==> src/rtl/bc_pkg.sv <==
// Shared types and constants for the Bulls-and-Cows scoring slice.
package bc_pkg;

    localparam logic [3:0] DIGIT_EMPTY = 4'hA;
    localparam int         NUM_DIGITS  = 4;

    typedef logic [3:0] digit_t;

    typedef enum logic [1:0] {
        IDLE,
        SCAN,
        PUBLISH
    } score_state_t;

    typedef struct packed {
        logic [15:0] guess;
        logic [2:0]  a;
        logic [2:0]  b;
        logic [2:0]  turn;
    } hist_entry_t;

    // A digit may take part in a match only if it is a real decimal digit;
    // the empty marker and every code above 9 never match anything.
    function automatic logic is_digit(input digit_t d);
        return (d != DIGIT_EMPTY) && (d <= 4'd9);
    endfunction

endpackage

==> src/rtl/bc_score_history.sv <==
// Circular history of scored turns: one write port, per-slot valid bits,
// saturating entry count and a registered read port.
module bc_score_history
    import bc_pkg::*;
#(
    parameter int HIST_DEPTH = 8,
    parameter int HIDX_W     = $clog2(HIST_DEPTH)
) (
    input  logic              clk,
    input  logic              RESET_N,
    input  logic              clear,
    input  logic              wr_en,
    input  hist_entry_t       wr_entry,
    output logic [HIDX_W:0]   hist_count,
    input  logic [HIDX_W-1:0] rd_idx,
    output hist_entry_t       rd_entry,
    output logic              rd_valid
);

    localparam logic [HIDX_W:0] COUNT_FULL = (HIDX_W+1)'(HIST_DEPTH);

    hist_entry_t             mem_reg [0:HIST_DEPTH-1];
    logic [HIST_DEPTH-1:0]   valid_reg;
    logic [HIDX_W-1:0]       wr_ptr_reg;
    logic [HIDX_W:0]         count_reg;
    hist_entry_t             rd_entry_reg;
    logic                    rd_valid_reg;
    logic                    wr_fire;

    // Clear wins over a same-cycle write.
    assign wr_fire = wr_en && !clear;

    // Entry storage kept reset-free so it maps onto block RAM.
    always_ff @(posedge clk) begin
        if (wr_fire)
            mem_reg[wr_ptr_reg] <= wr_entry;
    end

    // One valid bit per slot, set on write and wiped by clear.
    for (genvar gi = 0; gi < HIST_DEPTH; gi++) begin : g_valid
        always_ff @(posedge clk or negedge RESET_N) begin
            if (!RESET_N)
                valid_reg[gi] <= 1'b0;
            else if (clear)
                valid_reg[gi] <= 1'b0;
            else if (wr_fire && (wr_ptr_reg == HIDX_W'(gi)))
                valid_reg[gi] <= 1'b1;
        end
    end

    // Write pointer wraps naturally (depth is a power of two); count saturates at full.
    always_ff @(posedge clk or negedge RESET_N) begin
        if (!RESET_N) begin
            wr_ptr_reg <= '0;
            count_reg  <= '0;
        end else if (clear) begin
            wr_ptr_reg <= '0;
            count_reg  <= '0;
        end else if (wr_fire) begin
            wr_ptr_reg <= wr_ptr_reg + 1'b1;
            if (count_reg != COUNT_FULL)
                count_reg <= count_reg + 1'b1;
        end
    end

    // Registered read, one cycle behind rd_idx.
    always_ff @(posedge clk or negedge RESET_N) begin
        if (!RESET_N) begin
            rd_entry_reg <= '0;
            rd_valid_reg <= 1'b0;
        end else begin
            rd_entry_reg <= mem_reg[rd_idx];
            rd_valid_reg <= valid_reg[rd_idx];
        end
    end

    // Invalid slots read as all-zero data so stale RAM contents never leak out.
    assign rd_entry   = rd_valid_reg ? rd_entry_reg : '0;
    assign rd_valid   = rd_valid_reg;
    assign hist_count = count_reg;

endmodule

==> src/rtl/bc_score_unit.sv <==
// Bulls-and-Cows scoring stage: snapshots secret/guess on a calc_req rise,
// scores one guess digit per cycle, publishes A/B and logs the turn.
module bc_score_unit
    import bc_pkg::*;
#(
    parameter int HIST_DEPTH = 8,
    parameter int HIDX_W     = $clog2(HIST_DEPTH)
) (
    input  logic              clk,
    input  logic              RESET_N,
    input  logic              clear,
    input  logic              calc_req,
    input  digit_t            secret [0:NUM_DIGITS-1],
    input  digit_t            guess  [0:NUM_DIGITS-1],
    input  logic [2:0]        turn_in,
    output logic [2:0]        count_a,
    output logic [2:0]        count_b,
    output logic              busy,
    output logic              done,
    output logic [HIDX_W:0]   hist_count,
    input  logic [HIDX_W-1:0] hist_rd_idx,
    output logic [15:0]       hist_rd_guess,
    output logic [2:0]        hist_rd_a,
    output logic [2:0]        hist_rd_b,
    output logic [2:0]        hist_rd_turn,
    output logic              hist_rd_valid
);

    score_state_t state_reg;
    logic         calc_req_q;
    digit_t       sec_reg [0:NUM_DIGITS-1];
    digit_t       gss_reg [0:NUM_DIGITS-1];
    logic [2:0]   turn_reg;
    logic [1:0]   idx_reg;
    logic [2:0]   acc_a_reg;
    logic [2:0]   acc_b_reg;
    logic [2:0]   count_a_reg;
    logic [2:0]   count_b_reg;
    logic         busy_reg;
    logic         done_reg;

    logic                  rise;
    digit_t                cur_g;
    logic [NUM_DIGITS-1:0] other_match;
    logic                  hit_a;
    logic                  hit_b;
    logic                  wr_en;
    hist_entry_t           wr_entry;
    hist_entry_t           rd_entry;

    assign rise  = calc_req & ~calc_req_q;
    assign cur_g = gss_reg[idx_reg];

    // Compare the current guess digit against every secret digit in another position.
    for (genvar gi = 0; gi < NUM_DIGITS; gi++) begin : g_match
        assign other_match[gi] = (idx_reg != 2'(gi)) && (sec_reg[gi] == cur_g);
    end

    assign hit_a = is_digit(cur_g) && (sec_reg[idx_reg] == cur_g);
    assign hit_b = is_digit(cur_g) && (|other_match);

    // Scoring FSM: snapshot on rise, four scan cycles, one publish cycle.
    always_ff @(posedge clk or negedge RESET_N) begin
        if (!RESET_N) begin
            state_reg   <= IDLE;
            calc_req_q  <= 1'b0;
            for (int i = 0; i < NUM_DIGITS; i++) begin
                sec_reg[i] <= '0;
                gss_reg[i] <= '0;
            end
            turn_reg    <= '0;
            idx_reg     <= '0;
            acc_a_reg   <= '0;
            acc_b_reg   <= '0;
            count_a_reg <= '0;
            count_b_reg <= '0;
            busy_reg    <= 1'b0;
            done_reg    <= 1'b0;
        end else begin
            calc_req_q <= calc_req;
            done_reg   <= 1'b0;
            if (clear) begin
                state_reg   <= IDLE;
                busy_reg    <= 1'b0;
                count_a_reg <= '0;
                count_b_reg <= '0;
                acc_a_reg   <= '0;
                acc_b_reg   <= '0;
            end else begin
                case (state_reg)
                    IDLE: begin
                        if (rise) begin
                            sec_reg     <= secret;
                            gss_reg     <= guess;
                            turn_reg    <= turn_in;
                            acc_a_reg   <= '0;
                            acc_b_reg   <= '0;
                            count_a_reg <= '0;
                            count_b_reg <= '0;
                            idx_reg     <= 2'd3;
                            busy_reg    <= 1'b1;
                            state_reg   <= SCAN;
                        end
                    end
                    SCAN: begin
                        if (hit_a)
                            acc_a_reg <= acc_a_reg + 3'd1;
                        else if (hit_b)
                            acc_b_reg <= acc_b_reg + 3'd1;
                        if (idx_reg == 2'd0)
                            state_reg <= PUBLISH;
                        else
                            idx_reg <= idx_reg - 2'd1;
                    end
                    PUBLISH: begin
                        count_a_reg <= acc_a_reg;
                        count_b_reg <= acc_b_reg;
                        done_reg    <= 1'b1;
                        busy_reg    <= 1'b0;
                        state_reg   <= IDLE;
                    end
                    default: state_reg <= IDLE;
                endcase
            end
        end
    end

    // History entry is written on the publish cycle unless a clear lands on it.
    always_comb begin
        wr_en          = (state_reg == PUBLISH) && !clear;
        wr_entry       = '0;
        wr_entry.guess = {gss_reg[3], gss_reg[2], gss_reg[1], gss_reg[0]};
        wr_entry.a     = acc_a_reg;
        wr_entry.b     = acc_b_reg;
        wr_entry.turn  = turn_reg;
    end

    bc_score_history #(
        .HIST_DEPTH (HIST_DEPTH),
        .HIDX_W     (HIDX_W)
    ) u_history (
        .clk        (clk),
        .RESET_N    (RESET_N),
        .clear      (clear),
        .wr_en      (wr_en),
        .wr_entry   (wr_entry),
        .hist_count (hist_count),
        .rd_idx     (hist_rd_idx),
        .rd_entry   (rd_entry),
        .rd_valid   (hist_rd_valid)
    );

    assign count_a       = count_a_reg;
    assign count_b       = count_b_reg;
    assign busy          = busy_reg;
    assign done          = done_reg;
    assign hist_rd_guess = rd_entry.guess;
    assign hist_rd_a     = rd_entry.a;
    assign hist_rd_b     = rd_entry.b;
    assign hist_rd_turn  = rd_entry.turn;

endmodule

==> config.mk <==
export PLATFORM = sky130hd
export DESIGN_NAME = bc_score_unit
export DESIGN_NICKNAME = d
export VERILOG_FILES = /design/src/rtl/bc_pkg.sv /design/src/rtl/bc_score_history.sv /design/src/rtl/bc_score_unit.sv
export SDC_FILE = /design/constraint.sdc
export NUM_CORES = 1
export LEC_CHECK = 0
export BUFFER_PORTS_ARGS = -buffer_cell sky130_fd_sc_hd__buf_4
export CAP_MARGIN = 20
export CORE_MARGIN = 2
export CORE_UTILIZATION = 45
export CTS_CLUSTER_DIAMETER = 40
export DETAILED_ROUTE_END_ITERATION = 16
export HOLD_SLACK_MARGIN = 0.06
export PLACE_DENSITY = 0.73
export REMOVE_ABC_BUFFERS = 1
export SKIP_LAST_GASP = 1
export SYNTH_ARGS = -nofsm -noshare
export SYNTH_HDL_FRONTEND = slang
export SYNTH_SLANG_ARGS = --single-unit
==> constraint.sdc <==
create_clock -name clk -period 5.54 [get_ports clk]
set_clock_uncertainty 0.1 [all_clocks]
set_input_delay 0.554 -clock clk [delete_from_list [all_inputs] [get_ports clk]]
set_output_delay 0.554 -clock clk [all_outputs]
set_load 0.01 [all_outputs]
==> impl_metrics.yaml <==
finish:
  finalNetCount: 778
  postLayoutCellArea_sq_um: 13900
  fillCellCount: 2014
  instances_no_fill: 1082
  largest_reg_flops: 200
  n_antenna_cell: 0
  syn_to_final_growth_pct: 18.6
  drive_gt1_share_pct: 35.9
routing:
  dr.pass1.iters: 4
  routed_wl_um: 23000
  ant_nets: 0
  via_per_inst: 5.46
  post_drt_wl_per_cell_um: 21.2
  drc_errors: 0
  vias: 5912
  drtIter0Drc: 447
placement:
  numPortBuffers: 79
  place_ws_ps: 2220
  placed_cells: 1017
  place_area_sq_um: 12700
  place.gp.congestion: 0.844
  place_hpwl_um: 13800
clock_tree:
  cts_tree: "yes"
  cts_hold_buf: 2
  cts_buffers: 35
  clock-root-buffer: "clkbuf_16"
  clk_pin_slew_ps: 50
  clock_latency_ps: 500
  cts_resized: 0
  postCtsSetupBuffers: 0
  clock_sinks: 295
  cts_max_level: 2
  clockBufferDepth: 3
setup_path:
  crit_arrival_ps: 3320
  crit_start: "state_reg[0]$_DFFE_PN0P_"
  crit_type: "flip-flop to flip-flop"
  r2r-start: "state_reg[0]$_DFFE_PN0P_"
  crit_path_start_kind: "flip-flop"
  end_kind: "flip-flop"
  path_cells: "nor2b_1, nand2b_1, clkinv_1, nand2_1, nor2_4"
  worst-endpoint-required_ps: 5560
  slowest_stage: "nor2_4"
  cpPeakStageDelay_ps: 790
  crit_path_max_fanout: 25
floorplan:
  die_width_um: 166
  dieArea_sq_um: 27500
  die_h_um: 166
  io_pins: 80
  initial_core_util_pct: 45.5
  coreArea_sq_um: 25800
  row_count: 59
sta:
  max_freq_mhz: 303
  timing.final.crit_share_pct: 59.5
  fin_crit_ps: 3300
  hold_viol: 0
  fin_ws_ps: 2240
  rsz0062_at_grt: "false"
  setup_tns_ps: 0
  worst_pin_slew_ps: 943
  finalMaxSlewViolations: 0
  finalSetupViolCount: 0
  slew_headroom_pct: 37.0
  holdWs_ps: 189
run_status:
  outcome: "finished clean"
grt:
  grt_overflow: 0
  antenna_found_initial: 0
  grt_pass1_wl_um: 36500
  grt_max_degree: 62
  grt_util_all_layers_pct: 17.1
  grt_pass1_vias: 6340
synthesis:
  syn_avg_cell_area_sq_um: 18.8
  yosys.cell_types.count: 41
  ys_seq_area_share_pct: 71.3
  ys.flop_type: "edfxtp_1"
  ys_ff_latch: 295
  syn-cell-area_sq_um: 11800
  yosysTopAreaCellShare_pct: 51.1
  synth_edf_count: 200
  synth_top_area_cell: "edfxtp_1"
  synth.area.top_cells: "edfxtp_1 (51%), dfrtp_1 (20%), mux4_2 (10%), mux2_2 (5.8%), mux4_1 (1.6%)"
  syn_inst: 626
  postSynth.asyncResetShare_pct: 32.2
  ys_warn_count: 0
power_and_ir_drop:
  power_leakage_nw: 5.12
  ir_drop_mv: 0.325
  power.internal_mw: 4.26
  p_clk_share_pct: 41.0
  pwr-share-seq_pct: 48.6
  p_switching_mw: 1.34
  p_sw_share_pct: 23.9
  cellPowerDensity_nw_per_um2: 401
  p_comb_share_pct: 10.4
job:
  drv_cap: 0
worst_hold_path:
  hp-class: "input port to flip-flop"
  worstHoldStart: "secret[7]"
-- cell usage in the layout (no fill, tap or decap), types with 5 or more instances in the layout --
master       n
a21oi_1     10
a22o_1       6
and2_1      27
buf_4       88
clkbuf_1     6
clkbuf_16   37
clkinv_1     5
dfrtp_1     95
edfxtp_1   200
ha_1        14
inv_1        7
mux2_2      61
mux4_1       7
mux4_2      53
nand2_1     16
nand4_1      5
nor2_1      28
xnor2_1     14
xor2_1      10
-- cell families after synthesis --
family	synth area share [%]
flip-flops	71.3
multiplexers	17.6
AND/OR/NAND/NOR	4.23
buffers and inverters	1.66
AO/OA/AOI/OAI	1.94
XOR/XNOR	1.79
adder cells (fa/ha/maj)	1.49
-- power groups by stage --
stage | registers (mW) | clock network [mW] | logic, mW
2_1_floorplan | 2.68 | 0 | 0.436
3_3_place_gp | 2.75 | 0 | 0.544
3_5_place_dp | 2.76 | 0 | 0.577
4_1_cts | 2.72 | 2.34 | 0.584
5_1_grt | 2.74 | 2.42 | 0.633
6_report | 2.72 | 2.30 | 0.583
-- critical path, delay by kind of cell, from the launching register on --
family                 cells  cell delay [ps]
and+or+nand+nor            4             2090
buffers and inverters      1              230
DFF                        1              460
-- synth_stat cells (2+ instances only) --
cell type	instances
xor2_1	10
edfxtp_1	200
clkbuf_1	20
nand3_1	3
a22o_1	6
xnor2_1	14
ha_1	14
a31oi_1	3
a21oi_1	10
dfrtp_1	95
nor3_1	5
mux4_1	7
buf_1	6
nand2b_1	2
nor2b_1	2
o211ai_1	2
mux4_2	53
mux2_2	61
o21ai_0	4
nand2_1	16
and2_1	27
buf_6	6
inv_1	7
nor2_1	32
nand4_1	5
-- through the flow --
step	util, %	power, mW
after global routing	54.0	5.80
final	54.0	5.59
after floorplan	-	3.11
after CTS	53.9	5.64
after detailed placement	49.2	3.34
after global placement	49.2	3.29
-- final cells by class --
| type | count | area [sq um] | share of cell area (%) |
|---|---|---|---|
| clock buffer | 44 | 962 | 6.90 |
| clock inverter | 18 | 214 | 1.53 |
| inverter | 8 | 30.0 | 0.215 |
| multi-input combinational | 291 | 3230 | 23.2 |
| sequential | 295 | 8380 | 60.1 |
| tap | 335 | 419 | 3.01 |
| timing repair buffer | 91 | 708 | 5.08 |
-- worst paths after layout --
kind | end | slack (ps) | cells after the start
max | u_history.mem_reg[3][11]$_DFFE_PP_ | 2240 | 5
min | sec_reg[7]$_DFFE_PN0P_ | 190 | 2
max reg2reg | u_history.mem_reg[3][11]$_DFFE_PP_ | 2240 | 5
min reg2reg | u_history.valid_reg[2]$_DFFE_PN0P_ | 400 | 2
max in group asynchronous | sec_reg[14]$_DFFE_PN0P_ | 3670 | 3
min in group asynchronous | u_history.rd_entry_reg[1]$_DFF_PN0_ | 480 | 2
-- layer usage --
layer  vias up  track usage (%)  part of all wire [%]
met2       199             27.7                    49
met1      3053             24.0                    42
met3        41             3.03                   7.3
li1       2619                -                     -
met5         -                0                     0
met4         0             5.03                   2.2
Note: power is estimated with default switching activity, not from simulation.
